--- config.mk ---
export PLATFORM = sky130hd
export DESIGN_NAME = axi4_mst_bridge
export DESIGN_NICKNAME = d
export VERILOG_FILES = /design/src/rtl/axi4_mst_bridge.sv
export SDC_FILE = /design/constraint.sdc
export NUM_CORES = 1
export LEC_CHECK = 0
export CAP_MARGIN = 40
export CORE_ASPECT_RATIO = 1.75
export CORE_UTILIZATION = 39
export DETAILED_ROUTE_END_ITERATION = 10
export PLACE_DENSITY = 0.81
export SLEW_MARGIN = 20
export SYNTH_ARGS = -nofsm -noshare
export SYNTH_HDL_FRONTEND = slang
export SYNTH_SLANG_ARGS = --single-unit
--- constraint.sdc ---
create_clock -name clock -period 1.6 [get_ports clock]
set_input_delay 0.32 -clock clock [delete_from_list [all_inputs] [get_ports clock]]
set_output_delay 0.32 -clock clock [all_outputs]
set_load 0.1 [all_outputs]
--- src/rtl/axi4_mst_bridge.sv ---
// axi4_mst_bridge: single-outstanding AXI4 master for IFU/LSU-style clients.
// Define AXI_MST_TIMEOUT_EN to add a stalled-slave watchdog.
module axi4_mst_bridge #(
  parameter logic [7:0] MAX_LEN = 8'd7,
  parameter int         TIMEOUT = 1024
) (
  input  logic        clock,
  input  logic        reset,
  input  logic        req_valid,
  output logic        req_ready,
  input  logic        req_wen,
  input  logic [31:0] req_addr,
  input  logic [7:0]  req_len,
  input  logic [31:0] req_wdata,
  input  logic [3:0]  req_wstrb,
  output logic        rsp_valid,
  output logic [31:0] rsp_rdata,
  output logic        rsp_last,
  output logic        axi_awvalid,
  input  logic        axi_awready,
  output logic [31:0] axi_awaddr,
  output logic        axi_wvalid,
  input  logic        axi_wready,
  output logic [31:0] axi_wdata,
  output logic [3:0]  axi_wstrb,
  input  logic        axi_bvalid,
  output logic        axi_bready,
  output logic        axi_arvalid,
  input  logic        axi_arready,
  output logic [31:0] axi_araddr,
  output logic [7:0]  axi_arlen,
  input  logic        axi_rvalid,
  output logic        axi_rready,
  input  logic [31:0] axi_rdata,
  input  logic        axi_rlast
);
  localparam logic [2:0] IDLE  = 3'd0;
  localparam logic [2:0] RD_AR = 3'd1;
  localparam logic [2:0] RD_R  = 3'd2;
  localparam logic [2:0] WR_AW = 3'd3;
  localparam logic [2:0] WR_B  = 3'd4;

  if (TIMEOUT < 2) begin : g_bad_timeout
    $error("axi4_mst_bridge: TIMEOUT must be at least 2");
  end

  logic [2:0]  state_q, state_d;
  logic [31:0] addr_q, addr_d;
  logic [31:0] wdata_q, wdata_d;
  logic [3:0]  wstrb_q, wstrb_d;
  logic [7:0]  arlen_q, arlen_d;
  logic [7:0]  cnt_q, cnt_d;
  logic        aw_pend_q, aw_pend_d;
  logic        w_pend_q, w_pend_d;
  logic        rsp_valid_q, rsp_valid_d;
  logic [31:0] rsp_rdata_q, rsp_rdata_d;
  logic        rsp_last_q, rsp_last_d;

  assign req_ready   = state_q == IDLE;
  assign axi_arvalid = state_q == RD_AR;
  assign axi_rready  = state_q == RD_R;
  assign axi_awvalid = (state_q == WR_AW) & aw_pend_q;
  assign axi_wvalid  = (state_q == WR_AW) & w_pend_q;
  assign axi_bready  = state_q == WR_B;
  assign axi_awaddr  = addr_q;
  assign axi_araddr  = addr_q;
  assign axi_arlen   = arlen_q;
  assign axi_wdata   = wdata_q;
  assign axi_wstrb   = wstrb_q;
  assign rsp_valid   = rsp_valid_q;
  assign rsp_rdata   = rsp_rdata_q;
  assign rsp_last    = rsp_last_q;

  always_comb begin
    state_d     = state_q;
    addr_d      = addr_q;
    wdata_d     = wdata_q;
    wstrb_d     = wstrb_q;
    arlen_d     = arlen_q;
    cnt_d       = cnt_q;
    aw_pend_d   = aw_pend_q;
    w_pend_d    = w_pend_q;
    rsp_valid_d = 1'b0;
    rsp_rdata_d = rsp_rdata_q;
    rsp_last_d  = 1'b0;
    case (state_q)
      IDLE: begin
        if (req_valid) begin
          addr_d    = req_addr;
          wdata_d   = req_wdata;
          wstrb_d   = req_wstrb;
          arlen_d   = (req_len > MAX_LEN) ? MAX_LEN : req_len;
          aw_pend_d = req_wen;
          w_pend_d  = req_wen;
          state_d   = req_wen ? WR_AW : RD_AR;
        end
      end
      RD_AR: begin
        if (axi_arready) begin
          cnt_d   = arlen_q;
          state_d = RD_R;
        end
      end
      RD_R: begin
        if (axi_rvalid) begin
          rsp_valid_d = 1'b1;
          rsp_rdata_d = axi_rdata;
          rsp_last_d  = cnt_q == 8'd0;
          cnt_d       = cnt_q - 8'd1;
          if (cnt_q == 8'd0) state_d = IDLE;
        end
      end
      WR_AW: begin
        // aw and w retire independently; never re-raised once taken
        aw_pend_d = aw_pend_q & ~axi_awready;
        w_pend_d  = w_pend_q & ~axi_wready;
        if (!aw_pend_d && !w_pend_d) state_d = WR_B;
      end
      WR_B: begin
        if (axi_bvalid) begin
          rsp_valid_d = 1'b1;
          rsp_rdata_d = 32'd0;
          rsp_last_d  = 1'b1;
          state_d     = IDLE;
        end
      end
      default: state_d = IDLE;
    endcase
  end

  always_ff @(posedge clock) begin
    if (reset) begin
      state_q     <= IDLE;
      addr_q      <= 32'd0;
      wdata_q     <= 32'd0;
      wstrb_q     <= 4'd0;
      arlen_q     <= 8'd0;
      cnt_q       <= 8'd0;
      aw_pend_q   <= 1'b0;
      w_pend_q    <= 1'b0;
      rsp_valid_q <= 1'b0;
      rsp_rdata_q <= 32'd0;
      rsp_last_q  <= 1'b0;
    end else begin
      state_q     <= state_d;
      addr_q      <= addr_d;
      wdata_q     <= wdata_d;
      wstrb_q     <= wstrb_d;
      arlen_q     <= arlen_d;
      cnt_q       <= cnt_d;
      aw_pend_q   <= aw_pend_d;
      w_pend_q    <= w_pend_d;
      rsp_valid_q <= rsp_valid_d;
      rsp_rdata_q <= rsp_rdata_d;
      rsp_last_q  <= rsp_last_d;
    end
  end

  // Burst end is driven by our own count; rlast is only cross-checked.
  always_ff @(posedge clock) begin
    if (!reset && axi_rvalid && axi_rready)
      assert (axi_rlast == (cnt_q == 8'd0))
        else $error("axi4_mst_bridge: rlast disagrees with beat count");
  end

`ifdef AXI_MST_TIMEOUT_EN
  localparam int TW = $clog2(TIMEOUT + 1);
  logic [TW-1:0] wd_q, wd_d;
  logic          hs;

  always_comb begin
    hs = (axi_arvalid & axi_arready) | (axi_rvalid & axi_rready)
       | (axi_awvalid & axi_awready) | (axi_wvalid & axi_wready)
       | (axi_bvalid & axi_bready);
    wd_d = (state_q == IDLE || hs) ? '0 : wd_q + TW'(1);
  end

  always_ff @(posedge clock) begin
    if (reset) wd_q <= '0;
    else       wd_q <= wd_d;
    if (!reset && wd_d == TW'(TIMEOUT))
      $fatal(1, "axi4_mst_bridge: timeout state=%0d addr=%h",
             state_q, addr_q);
  end
`else
  // No watchdog: a silent slave stalls the FSM indefinitely.
`endif
endmodule

==> results.cfg <==
[sta]
fin_worst_skew_ns = 0.00883
tightest_slew_ns = 0.490
fmax_mhz = 545
finalSetupViolations = 92
finalMaxSlewViolations = 0
hold_ws_ns = 0.344
setup_ws_ns = -0.236
fin_crit_ns = 1.84
rsz0062_at_grt = true
min_period_over_period_pct = 115
finalHoldViolations = 0
setup_tns_ns = -8.32
relSlewSlack_pct = 67.3

[floorplanning]
core_mm2 = 0.0120
ios = 266
start_util_pct = 39.8
dieArea_mm2 = 0.0127
num_rows = 53
die-width_um = 85.7
chipHeight_um = 148

[run_status]
outcome = finished, violations left
violations = negative setup slack

[critical_path]
path_max_fanout = 5
path_depth = 4
cp_top_family = simple AND/OR/NAND/NOR gates
critical_path_required_ns = 1.28
r2r-start = state_q[1]$_SDFFE_PP0P_
setup.worst_path.end = axi_awvalid
start_kind = register
setup.worst_path.start = state_q[1]$_SDFFE_PP0P_
crit_buf_inv = 2
path_cells = buf_6 -> nand3b_1 -> nor2_4 -> buf_12
crit_arrival_ns = 1.52
ff2ff_setup_slack_ns = -0.22
cp-end-kind = primary output
r2r.worst_path.cells = 7
timing.rr.end = axi_wstrb[0]$_SDFFE_PP0P_
crit_slowest_cell = dfxtp_4
crit_type = reg -> out
max_stage_delay_ns = 0.37

[clock_tree]
numCtsBuffers = 17
clock_latency_ns = 0.42
clk_pin_slew_ns = 0.06
cts.sinks = 123
htreeDepth = 4
cts_buffer_depth = 2
cts_root_buf = clkbuf_16
cts_tree = yes

[global_routing]
grtUsageTotal_pct = 29.1
grt_pass1_wl_um = 28400
antenna_found_initial = 0
grt_max_degree = 49
grt_pass1_vias = 5563
grt_overflow = 0

[layout]
diodes = 0
area_growth_pct = 129
final_cell_mix = buf_12, clkdlybuf4s50_1, nand2_1
final_util_pct = 91.1
layout_commonest_cell = buf_12
drive_above_1_share_pct = 50.8
layout.nets = 966
finalInstanceArea_mm2 = 0.0109

[pwr]
vdd_ir_drop_max_mv = 0.962
leakagePower_nw = 4.22
power_density_mw_per_mm2 = 1360

[yosys]
yosysTopAreaCell = dfxtp_1
avgSynthCellArea_um2 = 8.27
synth_top_area_share_pct = 51.5
syn-num-nets = 698
yosysWarningCount = 0
synth_cell_types = 40
ys_ff_latch = 123
synthCells = 578
synth.top_cells.by_area = dfxtp_1, nand2_1, a21oi_1
netlist_area_mm2 = 0.00478
ys_seq_area_share_pct = 51.5

[flow_run]
drv_cap = 0

[routing]
antenna_left = 0
vias = 5751
wire_per_inst_um = 23.9
wirelength_um = 24400
drt_iter0_markers = 386
viasPerCell = 5.62
dr.pass1.iters = 5
route.detailed.drc = 0

[min_path]
min_from = reset
hp-class = in -> reg

[placement]
gp_congestion = 0.894
portBuffers = 264
place_area_mm2 = 0.00927
dp_hpwl_um = 13300
detailedPlace.worstSlack_ns = -0.292
-- cell families after synthesis --
logic type / Yosys count / synth area share (%)
AOI/OAI and AO/OA: 142 / 17.5
and+or+nand+nor: 233 / 20.8
DFF: 123 / 51.5
buffers and inverters: 78 / 9.65
adders and majority gates: 2 / 0.523
-- cell usage after synthesis, drive strengths merged --
master	number
a31oi	1
nor2	47
dfxtp	123
nor2b	2
nand3b	2
a211oi	1
nand2	144
o31ai	1
nand2b	3
a2bb2oi	1
a32oi	1
inv	7
or4	1
o22ai	1
nand4	4
nor4b	1
or3b	1
nand4b	2
o21ai	8
clkbuf	19
nor4bb	1
o211ai	2
nor4	4
ha	2
o221ai	1
nand3	4
a21oi	87
a21o	5
a22oi	33
buf	52
nor3	8
nor3b	2
and2	7
-- final cells by class --
type / instances / area (um^2)
Sequential cell: 123 / 2510
Clock buffer: 18 / 439
Multi-Input combinational cell: 377 / 2680
Clock inverter: 13 / 193
Inverter: 7 / 35.0
Timing Repair Buffer: 320 / 4870
Fill cell: 429 / 1060
Tap cell: 165 / 206
-- worst min path at each step --
stage | cells past startpoint | endpoint
final | 2 | axi_wdata[25]$_SDFFE_PP0P_
after global routing | 2 | axi_wdata[6]$_SDFFE_PP0P_
after CTS | 2 | axi_wdata[25]$_SDFFE_PP0P_
after detailed placement | 2 | w_pend_q$_SDFFE_PP0P_
after global placement | 2 | cnt_q[7]$_SDFFE_PP0P_
after floorplan | 2 | axi_araddr[0]$_SDFFE_PP0P_
-- routing by layer --
layer / part of all wire, % / vias up / track usage, %
li1: - / 2457 / -
met1: 31 / 2796 / 27.8
met2: 56 / 364 / 55.1
met3: 5.8 / 134 / 6.71
met4: 7.1 / 0 / 17.2
met5: 0 / - / 0
-- state kept, by name, indices dropped and copies added, names as in the netlist --
name / flops
rsp_rdata: 32
rsp_last: 1
axi_wdata: 32
aw_pend_q: 1
axi_wstrb: 4
state_q: 3
axi_araddr: 32
axi_arlen: 8
cnt_q: 8
rsp_valid: 1
w_pend_q: 1
-- report_power, final --
part / leakage, nW / switching, mW / internal [mW] / total [mW]
registers: 1.02 / 0.445 / 3.38 / 3.83
clock network: 0.291 / 1.50 / 2.65 / 4.15
logic: 2.91 / 4.24 / 2.61 / 6.84
total: 4.22 / 6.18 / 8.64 / 14.8
-- metrics by stage --
stage          power (mW)  std cells
6_report             14.8       1023
3_5_place_dp         9.68        967
5_1_grt              15.2       1023
4_1_cts              13.9       1006
2_1_floorplan        7.37        578
3_3_place_gp         9.55        967
-- what timing repair did --
| item | 4_1_cts | 5_1_grt |
|---|---|---|
| pin swaps | 3 | 52 |
| gates resized for setup | 11 | 183 |
| buffers inserted | 8 | 6 |
| hold buffers | 0 | 0 |
| cloned | 0 | 12 |
| setup endpoints to repair | 7 | 95 |
(Power assumes the default switching activity.)
